File: src/rtl/seg7_scan_mux_if.sv
// Bus bundle between a value source and the seg7_scan_mux display driver.
// With SEG7_SCAN_DIM_EN defined the bundle also carries the 3-bit brightness control.
interface seg7_scan_mux_if;
  logic [15:0] value_in;
  logic [3:0]  dp_in;
  logic        load;
  logic        lzb_en;
`ifdef SEG7_SCAN_DIM_EN
  logic [2:0]  brightness;
`endif
  logic [6:0]  segments;
  logic        dp_out;
  logic [3:0]  digit_en;
  logic        frame_start;
  logic        pending;

`ifdef SEG7_SCAN_DIM_EN
  modport master (
    output value_in, dp_in, load, lzb_en, brightness,
    input  segments, dp_out, digit_en, frame_start, pending
  );
  modport slave (
    input  value_in, dp_in, load, lzb_en, brightness,
    output segments, dp_out, digit_en, frame_start, pending
  );
`else
  modport master (
    output value_in, dp_in, load, lzb_en,
    input  segments, dp_out, digit_en, frame_start, pending
  );
  modport slave (
    input  value_in, dp_in, load, lzb_en,
    output segments, dp_out, digit_en, frame_start, pending
  );
`endif
endinterface

File: src/rtl/seg7_scan_mux.sv
// Four-digit multiplexed seven-segment driver with frame-aligned (tear-free) value updates.
// Optional PWM dimming is compiled in when the macro SEG7_SCAN_DIM_EN is defined.
module seg7_scan_mux #(
  parameter int TICK_DIV     = 10000,
  parameter int BLANK_CYCLES = 16
) (
  input  logic            clk,
  input  logic            rst_n,
  seg7_scan_mux_if.slave  bus
);
  localparam int CNT_W = (TICK_DIV > 1) ? $clog2(TICK_DIV) : 1;
  localparam logic [CNT_W-1:0] CNT_MAX   = CNT_W'(TICK_DIV - 1);
  localparam logic [CNT_W-1:0] CNT_BLANK = CNT_W'(BLANK_CYCLES);

  logic [CNT_W-1:0] r_cnt;
  logic [1:0]       r_idx;
  logic [15:0]      r_shadow_val;
  logic [3:0]       r_shadow_dp;
  logic [15:0]      r_pend_val;
  logic [3:0]       r_pend_dp;
  logic             r_pending;
  logic             r_frame_start;
  logic             r_active;

  logic             w_slot_end;
  logic             w_wrap;
  logic             w_show;
  logic             w_en_gate;
  logic [3:0]       w_nibble;
  logic [6:0]       w_decoded;
  logic [3:0]       w_blank;
  logic             w_lzb_off;

  assign w_slot_end = (r_cnt == CNT_MAX);
  assign w_wrap     = w_slot_end && (r_idx == 2'd3);
  assign w_show     = (r_cnt >= CNT_BLANK);

  always_ff @(posedge clk or negedge rst_n) begin
    if (!rst_n) begin
      r_cnt <= '0;
      r_idx <= '0;
    end else if (w_slot_end) begin
      r_cnt <= '0;
      r_idx <= r_idx + 2'd1;
    end else begin
      r_cnt <= r_cnt + CNT_W'(1);
    end
  end

  // A load on the wrap edge bypasses the pending slot and wins over it.
  always_ff @(posedge clk or negedge rst_n) begin
    if (!rst_n) begin
      r_shadow_val <= '0;
      r_shadow_dp  <= '0;
      r_pend_val   <= '0;
      r_pend_dp    <= '0;
      r_pending    <= 1'b0;
    end else if (w_wrap) begin
      r_pending <= 1'b0;
      if (bus.load) begin
        r_shadow_val <= bus.value_in;
        r_shadow_dp  <= bus.dp_in;
      end else if (r_pending) begin
        r_shadow_val <= r_pend_val;
        r_shadow_dp  <= r_pend_dp;
      end
    end else if (bus.load) begin
      r_pend_val <= bus.value_in;
      r_pend_dp  <= bus.dp_in;
      r_pending  <= 1'b1;
    end
  end

  // r_active keeps segments dark while reset is held, even though shadow 0 decodes to "0".
  always_ff @(posedge clk or negedge rst_n) begin
    if (!rst_n) begin
      r_frame_start <= 1'b0;
      r_active      <= 1'b0;
    end else begin
      r_frame_start <= w_wrap;
      r_active      <= 1'b1;
    end
  end

`ifdef SEG7_SCAN_DIM_EN
  logic [2:0] r_pwm;

  always_ff @(posedge clk or negedge rst_n) begin
    if (!rst_n) begin
      r_pwm <= '0;
    end else begin
      r_pwm <= r_pwm + 3'd1;
    end
  end

  assign w_en_gate = (r_pwm <= bus.brightness);
`else
  assign w_en_gate = 1'b1;
`endif

  assign w_nibble = r_shadow_val[{r_idx, 2'b00} +: 4];

  always_comb begin
    w_decoded = 7'h00;
    case (w_nibble)
      4'h0: w_decoded = 7'h3F;
      4'h1: w_decoded = 7'h06;
      4'h2: w_decoded = 7'h5B;
      4'h3: w_decoded = 7'h4F;
      4'h4: w_decoded = 7'h66;
      4'h5: w_decoded = 7'h6D;
      4'h6: w_decoded = 7'h7D;
      4'h7: w_decoded = 7'h07;
      4'h8: w_decoded = 7'h7F;
      4'h9: w_decoded = 7'h6F;
      4'hA: w_decoded = 7'h77;
      4'hB: w_decoded = 7'h7C;
      4'hC: w_decoded = 7'h39;
      4'hD: w_decoded = 7'h5E;
      4'hE: w_decoded = 7'h79;
      4'hF: w_decoded = 7'h71;
      default: w_decoded = 7'h00;
    endcase
  end

  // Blank chain runs from the top digit down; digit 0 always shows.
  assign w_blank[3] = (r_shadow_val[15:12] == 4'h0);
  assign w_blank[0] = 1'b0;
  for (genvar gi = 1; gi < 3; gi++) begin : g_blank
    assign w_blank[gi] = w_blank[gi+1] && (r_shadow_val[gi*4 +: 4] == 4'h0);
  end

  assign w_lzb_off = bus.lzb_en && w_blank[r_idx];

  assign bus.segments    = (r_active && !w_lzb_off) ? w_decoded : 7'h00;
  assign bus.dp_out      = r_active && r_shadow_dp[r_idx];
  assign bus.digit_en    = (w_show && w_en_gate) ? (4'b0001 << r_idx) : 4'b0000;
  assign bus.frame_start = r_frame_start;
  assign bus.pending     = r_pending;
endmodule

File: src/flat_wrapper.sv
// flat-port wrapper written by rule: the top's interface ports become plain ports
module seg7_scan_mux_flat 
#(
  parameter int TICK_DIV     = 10000,
  parameter int BLANK_CYCLES = 16
)
  (clk, rst_n, bus_value_in, bus_dp_in, bus_load, bus_lzb_en, bus_segments, bus_dp_out, bus_digit_en, bus_frame_start, bus_pending);
  seg7_scan_mux_if bus_i ();
  input  logic clk;
  input  logic rst_n;
  input wire logic [$bits(bus_i.value_in)-1:0] bus_value_in;
  input wire logic [$bits(bus_i.dp_in)-1:0] bus_dp_in;
  input wire logic [$bits(bus_i.load)-1:0] bus_load;
  input wire logic [$bits(bus_i.lzb_en)-1:0] bus_lzb_en;
  output wire logic [$bits(bus_i.segments)-1:0] bus_segments;
  output wire logic [$bits(bus_i.dp_out)-1:0] bus_dp_out;
  output wire logic [$bits(bus_i.digit_en)-1:0] bus_digit_en;
  output wire logic [$bits(bus_i.frame_start)-1:0] bus_frame_start;
  output wire logic [$bits(bus_i.pending)-1:0] bus_pending;
  assign bus_i.value_in = bus_value_in;
  assign bus_i.dp_in = bus_dp_in;
  assign bus_i.load = bus_load;
  assign bus_i.lzb_en = bus_lzb_en;
  assign bus_segments = bus_i.segments;
  assign bus_dp_out = bus_i.dp_out;
  assign bus_digit_en = bus_i.digit_en;
  assign bus_frame_start = bus_i.frame_start;
  assign bus_pending = bus_i.pending;
  seg7_scan_mux #(.TICK_DIV(TICK_DIV), .BLANK_CYCLES(BLANK_CYCLES)) u_core (.clk(clk), .rst_n(rst_n), .bus(bus_i));
endmodule
File: config.mk
export PLATFORM = sky130hd
export DESIGN_NAME = seg7_scan_mux_flat
export DESIGN_NICKNAME = d
export VERILOG_FILES = /design/src/rtl/seg7_scan_mux_if.sv /design/src/rtl/seg7_scan_mux.sv /design/src/flat_wrapper.sv
export SDC_FILE = /design/constraint.sdc
export NUM_CORES = 1
export LEC_CHECK = 0
export CAP_MARGIN = 20
export CORE_MARGIN = 3
export CORE_UTILIZATION = 56
export DETAILED_ROUTE_END_ITERATION = 10
export GPL_TIMING_DRIVEN = 0
export PLACE_DENSITY = 0.83
export RECOVER_POWER = 50
export REMOVE_ABC_BUFFERS = 1
export SYNTH_ARGS = -nofsm -noshare
export SYNTH_HDL_FRONTEND = slang
export SYNTH_SLANG_ARGS = --single-unit
File: constraint.sdc
create_clock -name clk -period 3.1 [get_ports clk]
set_input_delay 0.62 -clock clk [delete_from_list [all_inputs] [get_ports clk]]
set_output_delay 0.62 -clock clk [all_outputs]
set_load 0.05 [all_outputs]
==> flow_metrics.py, run 1 <==
metrics = {
    "run_status": {
        "status": "finished, violations left",
        "violations": "negative setup slack",
    },
    "pwr": {
        "ir_worst_vdd_v": 0.000360,
        "p_per_area_mw_per_mm2": 416,
        "finalPower_mw": 1.67,
        "p_leak_nw": 1.84,
    },
    "yosys": {
        "ys_warn_count": 0,
        "synth_top_area_share": 0.458,
        "async_flop_share": 1.00,
        "syn_inst": 264,
        "synth_common_cells": "dfrtp_1 (59), mux2_1 (40), mux2_2 (23), nor2_1 (17), ha_1 (12)",
        "synthTopCellsByArea": "dfrtp_1 (46%), mux2_1 (14%), mux2_2 (8.0%)",
        "synth_seq_area_share": 0.458,
        "synthMostInstantiatedCell": "dfrtp_1",
        "syn_avg_cell_area_um2": 12.2,
        "synth_cell_types": 42,
        "synth_edf_count": 0,
        "synth_flop_cell": "dfrtp_1",
        "synth_top_cell_by_area": "dfrtp_1",
        "synth_area_mm2": 0.00322,
        "ys_ff_latch": 59,
    },
    "worst_setup_path": {
        "crit_required_ps": 2480,
        "end_kind": "primary output",
        "r2r-start": "u_core.r_cnt[11]",
        "start_kind": "register",
        "crit_type": "reg2out",
        "cp_max_fo": 10,
        "critPathArrivalTime_ps": 2660,
        "startpoint": "u_core.r_idx[0]",
    },
    "sta": {
        "fin_crit_sh": 1.06,
        "relSlewSlack": 0.133,
        "period_needed_ps": 3280,
        "setup-tns-final_ps": -255,
        "max_freq_mhz": 305,
        "tightest_slew_ps": 1300,
        "drv_slew": 0,
        "finalClockSkew_ps": 13.3,
        "rsz0062_at_grt": "true",
        "hold_viol": 0,
        "fin_ws_ps": -180,
        "setup_violations": 3,
    },
    "placed_design": {
        "port_buffers": 37,
        "placed_cell_area_mm2": 0.00366,
        "dp_hpwl_um": 4410,
        "routabilityCongestion": 0.826,
    },
    "cts": {
        "clock-root-buffer": "clkbuf_8",
        "clock_latency_ps": 340,
        "cts_tree": "yes",
        "htree_levels": 3,
        "cts_max_path_buffers": 2,
        "clock_sinks": 59,
        "cts_made_buffers": 9,
        "path_clk_slew_ps": 60,
    },
    "global_route": {
        "globalRouteMet2Util": 0.385,
        "grt_max_degree": 37,
        "top_usage_layer": "met2",
        "antenna_found_initial": 0,
        "grt_pass1_vias": 2338,
        "overflow": 0,
        "grt_first_pass_wirelength_um": 11300,
        "track_usage": 0.227,
        "grt_use_met3": 0.0625,
        "use_met1": 0.272,
    },
    "route": {
        "num_vias": 2327,
        "drc": 0,
        "dr.pass1.iters": 4,
        "ant_nets": 0,
        "totalWireLength_um": 7120,
        "initialDrtViolationCount": 194,
        "routedWlPerCell_um": 17.8,
        "avgViaCountPerCell": 5.83,
    },
    "layout": {
        "diodes": 0,
        "utilization": 0.726,
        "final_cell_area_mm2": 0.00402,
        "num-nets-final": 358,
        "drive_gt1_frac": 0.257,
        "area_growth_pct": 24.8,
    },
    "die": {
        "die_y_um": 81.9,
        "die_area_mm2": 0.00670,
        "die_w_um": 81.9,
        "start_util": 0.582,
        "fp.coreArea_mm2": 0.00554,
        "ios": 38,
        "floorplan.rows": 27,
    },
    "hold_path": {
        "min_from": "u_core.r_pend_val[3]",
        "hold_path.class": "reg2reg",
    },
    "job": {
        "drv_cap": 0,
    },
}
## worst paths after layout
check | endpoint | slack, ps | cells after the start
max | bus_segments[0] | -180 | 8
min | u_core.r_pend_val[3] | 480 | 1
max reg2reg | u_core.r_shadow_val[7] | 610 | 5
min reg2reg | u_core.r_pend_val[3] | 480 | 1
max in group asynchronous | u_core.r_idx[1] | 970 | 2
min in group asynchronous | u_core.r_pend_val[0] | 550 | 1
## what timing repair did
item,CTS,global route
cloned,1,0
hold buffers,0,0
buffers inserted,4,15
setup endpoints to repair,32,20
gates resized for setup,55,11
pin swaps,1,4
## layer usage
layer	wire, um	part of all wire	vias to the layer above
met5	0	0	-
met4	104	0.015	0
met3	352	0.049	8
met2	3660	0.51	70
met1	3000	0.42	1174
li1	-	-	1075
## flip-flops by register name (all words and copies together) (netlist names)
signal                  flops
u_core.bus.pending          1
u_core.bus.frame_start      1
u_core.r_cnt               14
u_core.r_active             1
u_core.r_shadow_dp          4
u_core.r_shadow_val        16
u_core.r_pend_val          16
u_core.r_idx                2
u_core.r_pend_dp            4
## cell usage in the layout (no fill, tap or decap), drive strengths merged, types with 3 or more instances in the layout
master | synthesis | layout
and2 | 7 | 7
a2111oi | 3 | 3
mux4 | 5 | 5
clkbuf | 3 | 15
ha | 12 | 12
nand4 | 6 | 6
buf | 9 | 27
nor4 | 5 | 5
o21ai | 5 | 5
mux2i | 10 | 10
nor2 | 17 | 17
xor2 | 9 | 9
inv | 8 | 8
clkdlybuf4s50 | 0 | 24
xnor2 | 3 | 3
nand2 | 9 | 9
dlygate4sd2 | 0 | 4
nand3 | 4 | 4
nor3 | 3 | 3
mux2 | 63 | 63
dfrtp | 59 | 59
## logic make-up after synthesis
logic type               Yosys count  synth area share
flip-flops                        59             0.458
other                              1           0.00116
AO/OA/AOI/OAI                     16            0.0361
buffers and inverters             20            0.0268
XOR/XNOR                          12            0.0326
multiplexers                      78             0.286
AND/OR/NAND/NOR                   66             0.113
adder cells (fa/ha/maj)           12            0.0466
## final cells by class
cell class                      instances  area [um2]
Clock buffer                           13         159
Sequential cell                        59        1480
Timing Repair Buffer                   58         512
Multi-Input combinational cell        186        1710
Inverter                                8        30.0
Clock inverter                          3        46.3
Tap cell                               72        90.1
Fill cell                             393        1520
## through the flow
stage,instances,hold WS (ps),worst slack [ps]
after floorplan,252,324,-1660
after global placement,361,463,-947
after detailed placement,363,472,-971
after CTS,384,286,-146
after global routing,399,501,-271
final,399,484,-180
## power breakdown
part | internal (mW) | switching, mW | leakage (nW) | total (mW)
combinational | 0.0744 | 0.0652 | 0.989 | 0.140
sequential | 0.796 | 0.0118 | 0.754 | 0.808
clock | 0.417 | 0.307 | 0.0998 | 0.724
## worst max-delay path, stage by stage, from the launching register on
cell	delay, ps
dfrtp_2	420
mux4_2	600
inv_2	140
ha_4	200
mux2i_1	100
a221oi_1	340
o31a_1	230
nor4_2	60
buf_4	220
(Power assumes the default switching activity.)
==> run 2: changes to the inputs <==
--- a/config.mk
+++ b/config.mk
@@ -6,11 +6,13 @@
 export NUM_CORES = 1
 export LEC_CHECK = 0
 export CAP_MARGIN = 20
+export CORE_ASPECT_RATIO = 0.7
 export CORE_MARGIN = 3
 export CORE_UTILIZATION = 56
+export CTS_CLUSTER_DIAMETER = 40
 export DETAILED_ROUTE_END_ITERATION = 10
 export GPL_TIMING_DRIVEN = 0
-export PLACE_DENSITY = 0.83
+export PLACE_DENSITY = 0.79
 export RECOVER_POWER = 50
 export REMOVE_ABC_BUFFERS = 1
 export SYNTH_ARGS = -nofsm -noshare
==> flow_metrics.py, run 2 (synthesis gave the netlist of run 1 again) <==
metrics = {
    "die": {
        "die_w_um": 96.7,
        "die_y_um": 69.5,
        "die_area_mm2": 0.00672,
        "start_util": 0.598,
        "floorplan.rows": 22,
        "fp.coreArea_mm2": 0.00540,
        "ios": 38,
    },
    "sta": {
        "setup-tns-final_ps": -226,
        "setup_violations": 4,
        "tightest_slew_ps": 1040,
        "fin_crit_sh": 1.04,
        "rsz0062_at_grt": "true",
        "relSlewSlack": 0.303,
        "finalClockSkew_ps": 4.09,
        "drv_slew": 0,
        "max_freq_mhz": 310,
        "fin_ws_ps": -130,
        "period_needed_ps": 3230,
        "holdWs_ps": 411,
        "hold_viol": 0,
    },
    "layout": {
        "layout_commonest_cell": "dfrtp_1",
        "fin_cells": 395,
        "largest_registers": "u_core.r_pend_val (16), u_core.r_shadow_val (16), u_core.r_cnt (14)",
        "utilization": 0.739,
        "num-nets-final": 355,
        "diodes": 0,
        "final_cell_mix": "dfrtp_1 (57), mux2_1 (40), clkdlybuf4s50_1 (25), mux2_2 (23), buf_4 (20)",
        "area_growth_pct": 23.6,
        "drive_gt1_frac": 0.235,
        "fill_cells": 381,
        "final_cell_area_mm2": 0.00399,
    },
    "placed_design": {
        "placed_cell_area_mm2": 0.00367,
        "port_buffers": 37,
        "dp_hpwl_um": 4270,
        "dp_worst_setup_slack_ps": -943,
        "placed_cells": 363,
        "routabilityCongestion": 0.842,
    },
    "worst_setup_path": {
        "r2r-start": "u_core.r_cnt[11]",
        "max_stage_delay_ps": 600,
        "crit_end": "bus_segments[0]",
        "slowest_stage": "mux4_2",
        "critPathArrivalTime_ps": 2610,
        "startpoint": "u_core.r_idx[0]",
        "reg2reg_slack_ps": 600,
        "worstPathCellList": "mux4_2 -> ha_4 -> mux2_2 -> o31a_1 -> nor4_2 -> buf_4",
        "crit_type": "reg2out",
        "rr_worst_depth": 5,
        "cp_max_fo": 10,
        "end_kind": "primary output",
        "crit_required_ps": 2480,
        "start_kind": "register",
        "worst_r2r_endpoint": "u_core.r_shadow_val[10]",
    },
    "cts": {
        "cts_tree": "yes",
        "clock_sinks": 59,
        "cts_made_buffers": 9,
        "clock_latency_ps": 340,
        "ctsHoldBuffers": 0,
        "cts_max_path_buffers": 2,
        "path_clk_slew_ps": 60,
        "htree_levels": 3,
        "clock-root-buffer": "clkbuf_8",
    },
    "global_route": {
        "grt_max_degree": 42,
        "grt_first_pass_wirelength_um": 10500,
        "track_usage": 0.196,
        "overflow": 0,
        "grt_pass1_vias": 2084,
        "antenna_found_initial": 0,
    },
    "pwr": {
        "p_leak_nw": 1.81,
        "finalPower_mw": 1.54,
        "ir_worst_vdd_v": 0.000312,
        "p_per_area_mw_per_mm2": 386,
    },
    "job": {
        "drv_cap": 0,
    },
    "route": {
        "drc": 0,
        "avgViaCountPerCell": 5.83,
        "initialDrtViolationCount": 181,
        "dr.pass1.iters": 4,
        "routedWlPerCell_um": 17.1,
        "num_vias": 2302,
        "totalWireLength_um": 6770,
        "ant_nets": 0,
    },
    "hold_path": {
        "hold_path.class": "in2async",
    },
    "run_status": {
        "violations": "negative setup slack",
        "status": "finished, violations left",
    },
}
-- run 2: cell type report --
| cell class | count | area, um2 | share of cell area |
|---|---|---|---|
| clock inverters | 3 | 15.0 | 0.00377 |
| clock buffers | 12 | 145 | 0.0364 |
| well taps | 72 | 90.1 | 0.0226 |
| repair buffers | 53 | 477 | 0.120 |
| flip-flops and latches | 59 | 1480 | 0.371 |
| multi-input cells | 188 | 1750 | 0.439 |
| inverters | 8 | 30.0 | 0.00753 |
-- run 2: critical path: cells and delay by family, from the launching register on --
family | cells | cell delay (ps)
multiplexers | 2 | 860
flip-flops | 1 | 410
AND/OR/NAND/NOR | 1 | 260
AO/OA/AOI/OAI | 1 | 250
buffers and inverters | 1 | 250
adder cells (fa/ha/maj) | 1 | 230
-- run 2: what timing repair did --
action / in CTS / in global routing
pin swaps: 1 / 2
gates resized for setup: 53 / 8
endpoints found under the setup margin: 32 / 27
setup buffers: 1 / 13
gates cloned: 1 / 2
-- run 2: where the power goes --
group,internal (mW),switching (mW)
clock network,0.303,0.284
logic,0.0756,0.0662
registers,0.797,0.0118
total,1.18,0.362
-- run 2: worst min-delay path by stage --
stage	from	to	slack, ps	depth (start not counted)
after floorplan	rst_n	u_core.bus.frame_start	320	0
after global placement	u_core.r_pend_val[10]	u_core.r_pend_val[10]	460	1
after detailed placement	u_core.r_pend_dp[2]	u_core.r_pend_dp[2]	470	1
after CTS	rst_n	u_core.bus.pending	220	1
after global routing	rst_n	u_core.r_cnt[5]	480	1
final	rst_n	u_core.r_cnt[5]	410	1
-- run 2: per-layer routing --
layer	vias to the layer above	wire length (um)	track usage
met5	-	0	0
met4	0	121	0.0467
met3	17	501	0.0734
met2	96	3020	0.278
met1	1125	3130	0.284
li1	1064	-	-
